`src/rtl/sram_read_streamer.sv`:
```
// rtl/sram_read_streamer.sv - streams a block of SRAM words out through a 2-entry ready/valid buffer
module sram_read_streamer #(
    parameter int DATA_WIDTH = 128,
    parameter int ADDR_WIDTH = 13,
    parameter int LEN_WIDTH  = 14
) (
    input  logic                  clk,
    input  logic                  rst,
    input  logic                  start,
    input  logic [ADDR_WIDTH-1:0] base_addr,
    input  logic [LEN_WIDTH-1:0]  num_words,
    output logic [ADDR_WIDTH-1:0] radr,
    output logic                  re,
    input  logic [DATA_WIDTH-1:0] q,
    output logic [DATA_WIDTH-1:0] out_data,
    output logic                  out_valid,
    input  logic                  out_ready,
    output logic                  busy,
    output logic                  done
);

    typedef enum logic [1:0] {
        IDLE  = 2'd0,
        ISSUE = 2'd1,
        DRAIN = 2'd2
    } state_t;

    state_t                state;
    logic [LEN_WIDTH-1:0]  words_left;
    logic                  inflight;
    logic [1:0]            count;
    logic [DATA_WIDTH-1:0] buf0;
    logic [DATA_WIDTH-1:0] buf1;
    logic                  push;
    logic                  pop;
    logic [2:0]            occ_after;

    // The read issued this cycle lands one cycle later, so it is the push source.
    assign push      = inflight;
    assign out_valid = (count != 2'd0);
    assign out_data  = buf0;
    assign pop       = out_valid & out_ready;
    assign busy      = (state != IDLE);

    // Words already owed to the buffer once this cycle's pop is taken out.
    assign occ_after = {1'b0, count} + {2'b0, inflight} - {2'b0, pop};

    // Issue only when the buffer is guaranteed a free slot on arrival; seeing the
    // same-cycle pop is what lets a continuously-ready consumer get one word per cycle.
    assign re = (state == ISSUE) && (occ_after < 3'd2);

    // Done fires on the final accept, or straight away for an empty transfer.
    assign done = (state == DRAIN) && !inflight &&
                  ((count == 2'd0) || ((count == 2'd1) && pop));

    // Transfer sequencing: address/length capture, issue counting and completion.
    always_ff @(posedge clk) begin
        if (rst) begin
            state      <= IDLE;
            radr       <= '0;
            words_left <= '0;
        end else begin
            case (state)
                IDLE: begin
                    if (start) begin
                        radr       <= base_addr;
                        words_left <= num_words;
                        state      <= (num_words == '0) ? DRAIN : ISSUE;
                    end
                end
                ISSUE: begin
                    if (re) begin
                        radr       <= radr + ADDR_WIDTH'(1);
                        words_left <= words_left - LEN_WIDTH'(1);
                        if (words_left == LEN_WIDTH'(1)) begin
                            state <= DRAIN;
                        end
                    end
                end
                DRAIN: begin
                    if (done) begin
                        state <= IDLE;
                    end
                end
                default: state <= IDLE;
            endcase
        end
    end

    // Track the single outstanding read; reset drops any data still on its way.
    always_ff @(posedge clk) begin
        if (rst) begin
            inflight <= 1'b0;
        end else begin
            inflight <= re;
        end
    end

    // Two-entry buffer with buf0 as the registered head; simultaneous push/pop keeps order.
    always_ff @(posedge clk) begin
        if (rst) begin
            count <= 2'd0;
            buf0  <= '0;
            buf1  <= '0;
        end else begin
            assert (!(push && !pop && (count == 2'd2)));
            case ({push, pop})
                2'b10: begin
                    if (count == 2'd0) begin
                        buf0 <= q;
                    end else begin
                        buf1 <= q;
                    end
                    count <= count + 2'd1;
                end
                2'b01: begin
                    buf0  <= buf1;
                    count <= count - 2'd1;
                end
                2'b11: begin
                    if (count == 2'd1) begin
                        buf0 <= q;
                    end else begin
                        buf0 <= buf1;
                        buf1 <= q;
                    end
                end
                default: ;
            endcase
        end
    end

endmodule

```
`config.mk`:
```
export PLATFORM = sky130hd
export DESIGN_NAME = sram_read_streamer
export DESIGN_NICKNAME = d
export VERILOG_FILES = /design/src/rtl/sram_read_streamer.sv
export SDC_FILE = /design/constraint.sdc
export NUM_CORES = 1
export LEC_CHECK = 0
export CELL_PAD_IN_SITES_DETAIL_PLACEMENT = 2
export CELL_PAD_IN_SITES_GLOBAL_PLACEMENT = 2
export CORE_MARGIN = 1
export CORE_UTILIZATION = 31
export DETAILED_ROUTE_END_ITERATION = 10
export PLACE_DENSITY_LB_ADDON = 0.1
export SETUP_SLACK_MARGIN = 0.5
export SLEW_MARGIN = 10
export SYNTH_ARGS = -nofsm -noshare
export SYNTH_HDL_FRONTEND = slang
export SYNTH_SLANG_ARGS = --single-unit
```
`constraint.sdc`:
```
create_clock -name clk -period 4.44 [get_ports clk]
set_input_delay 1.11 -clock clk [delete_from_list [all_inputs] [get_ports clk]]
set_output_delay 1.11 -clock clk [all_outputs]
set_load 0.02 [all_outputs]
```
==> flow_metrics.tcl <==
set metrics [dict create \
    drtAntennaViolNets 0 \
    ios 304 \
    crit_path_cell_trace "inv_1 > ha_1 > nand2b_1 > nor2_2 > o21ai_1 > fa_2 > xnor2_2 > nand3_2 > inv_2 > buf_6" \
    worst_pin_slew_ps 1020 \
    ctsHoldBuffers 0 \
    whs_endpoint "out_data[15]$_SDFFE_PP0P_" \
    drive_above_1_share_pct 7.28 \
    async_flop_share_pct 0 \
    grt_usage_pct 21.2 \
    die-area_mm2 0.0388 \
    synth_cell_types 58 \
    cp_max_fo 4 \
    synth_ff_type "dfxtp_1" \
    via_per_inst 5.27 \
    insertion_delay_ps 520 \
    rows 71 \
    drt_first_pass_iters 4 \
    cp.required_ps 3330 \
    period_minus_slack_ps 3700 \
    placed_cell_area_mm2 0.0153 \
    fp.dieH_um 197 \
    startpoint_type "register" \
    fin_area_mm2 0.0165 \
    yosys_warnings 0 \
    io_buffer_count 303 \
    power.density_mw_per_mm2 709 \
    dp_hpwl_um 26100 \
    root_buffer "clkbuf_16" \
    worst_slew_margin_rel_pct 31.7 \
    avgSynthCellArea_um2 9.26 \
    placed_cells 1999 \
    arrival_ps 2590 \
    wl_um 41800 \
    crit_family "adder cells" \
    rsz0062_at_grt "no" \
    grt_overflow 0 \
    criticalPathCategory "register to output pin" \
    drtIter0Drc 271 \
    p_leak_nw 5.70 \
    tns_ps 0 \
    slew_viol_final 0 \
    wire_per_inst_um 20.2 \
    worstReg2RegStart "count[1]$_SDFFE_PP0P_" \
    r2r_cells 12 \
    cp_num_cells 10 \
    reg2reg_slack_ps 1270 \
    critPathCaptureType "output pin" \
    postSynthNetCount 1439 \
    ys_ff_latch 288 \
    hold_violations 0 \
    synth-edff-count 0 \
    clock_skew_ps 13.9 \
    gp_congestion 0.751 \
    setup_viol 0 \
    period_share_pct 83.4 \
    syn_area_mm2 0.0118 \
    die_w_um 197 \
    hold_start "out_data[15]$_SDFFE_PP0P_" \
    final_cells 2066 \
    drc 0 \
    cts_max_level 2 \
    vdd_drop_max_v 0.000528 \
    grt_pass1_wl_um 64900 \
    r2r_end "words_left[0]$_SDFFE_PP0P_" \
    path_clk_slew_ps 60 \
    final_nets 1696 \
    core_area_mm2 0.0375 \
    synthCells 1272 \
    initial_utilization_pct 31.4 \
    synth-seq-area-share_pct 48.9 \
    first_global_vias 11614 \
    run_status "finished, final reports clean" \
    dr_total_vias 10892 \
    slowest_delay_ps 470 \
    grt_max_degree 129 \
    max_cap_violations 0 \
    crit_slowest_cell "dfxtp_1" \
    worst_hold_path.num_cells 2 \
    cts_tree "built" \
    cts-buffers-inserted 36 \
    clock_sinks 288 \
    min_path_type "register to register" \
    syn_to_final_growth_pct 39.9 \
    fmax_ghz 0.270 \
    antenna_found_initial 8 \
    path_buf_inv 3 \
    cts.path.max_buffers 3 \
]
-- state kept, by name (all words and copies together) (netlist names) --
register	cells
buf1	128
count	2
inflight	1
out_data	128
radr	13
state	2
words_left	14
-- power by group --
part | total [mW] | internal, mW | switching, mW
Combinational | 5.25 | 2.14 | 3.11
Sequential | 3.63 | 3.24 | 0.392
Clock | 2.79 | 1.66 | 1.13
-- Yosys cell counts (5+ instances only) --
library cell    n  area [µm²]
a211oi_1        9        67.6
a21oi_1        26         130
a221oi_1      130        1140
buf_2          51         255
buf_4          15         113
clkbuf_1       50         188
dfxtp_1       288        5770
ha_1            7        87.6
inv_1          14        52.6
mux2i_1       129        1290
nand2_1        17        63.8
nand2b_1        6        37.5
nand3_1         9        45.0
nand3b_1        5        37.5
nor2_1        273        1020
nor3_1        138         691
nor4_1         12        75.1
o21ai_0        20         100
-- layout make-up --
| type | count | area, µm² |
|---|---|---|
| inverter | 14 | 52.6 |
| clock buffer | 57 | 1080 |
| clock inverter | 4 | 26.3 |
| fill | 3997 | 21000 |
| antenna | 3 | 7.51 |
| timing repair buffer | 338 | 3450 |
| tap | 511 | 639 |
| sequential | 288 | 5770 |
| multi-input combinational | 851 | 5450 |
-- cells by family after synthesis --
logic type / Yosys count / synth area share, %
adders and majority gates: 8 / 0.913
DFF: 288 / 48.9
muxes: 129 / 11.0
buffers and inverters: 133 / 5.34
xor gates and xnor gates: 4 / 0.297
and+or+nand+nor: 492 / 18.8
AOI/OAI and AO/OA: 218 / 14.7
-- through the flow --
stage	total power [mW]	utilization [%]	setup WS [ps]	hold WS [ps]
2_1_floorplan	6.65	-	896	447
3_3_place_gp	8.83	40.9	-66.3	465
3_5_place_dp	8.96	40.9	-183	484
4_1_cts	11.9	43.9	437	495
5_1_grt	12.4	43.9	548	510
6_report	11.7	43.9	737	490
-- repair_timing --
action | 4_1_cts | 5_1_grt
endpoints found under the setup margin | 2 | 1
resized for setup | 13 | 1
hold endpoints to repair | 0 | 0
setup buffers | 2 | 1
pin swaps | 4 | 3
-- worst max-delay path by stage --
stage / to / slack (ps) / startpoint
after global routing: re / 550 / count[1]$_SDFFE_PP0P_
after global placement: re / -70 / out_ready
after detailed placement: re / -180 / out_ready
after CTS: re / 440 / out_ready
after floorplan: re / 900 / out_ready
final: re / 740 / count[1]$_SDFFE_PP0P_
-- placed cells by master (no fill, tap or decap), drive strengths merged, types with 4 or more instances in the layout --
master         instances
o31ai                  4
nor3                 138
a311oi                 4
clkdlybuf4s50        299
nor2                 273
mux2i                129
nand2                 17
a211oi                 9
nand2b                 6
buf                   37
or2                    7
dfxtp                288
and2                   4
a221oi               130
nand3                  9
o21ai                 22
nand3b                 5
inv                   15
ha                     7
clkbuf                57
o32ai                  4
nor4                  14
a21oi                 26
-- routing by layer --
metal  vias up  wire length [µm]  GRT usage (%)
met3        66              2630           6.07
met2       234             20200           36.1
li1       5142                 -              -
met5         -                43              0
met1      5444             18000           25.5
met4         6               918           6.80
-- worst register-to-register path, delay by kind of cell, from the launching register on --
| kind | cells | cell delay (ps) |
|---|---|---|
| AOI/OAI and AO/OA | 4 | 870 |
| adders and majority gates | 2 | 770 |
| buffers and inverters | 3 | 570 |
| DFF | 1 | 470 |
| and+or+nand+nor | 3 | 410 |
No activity file was read; power rests on OpenSTA's default activity.
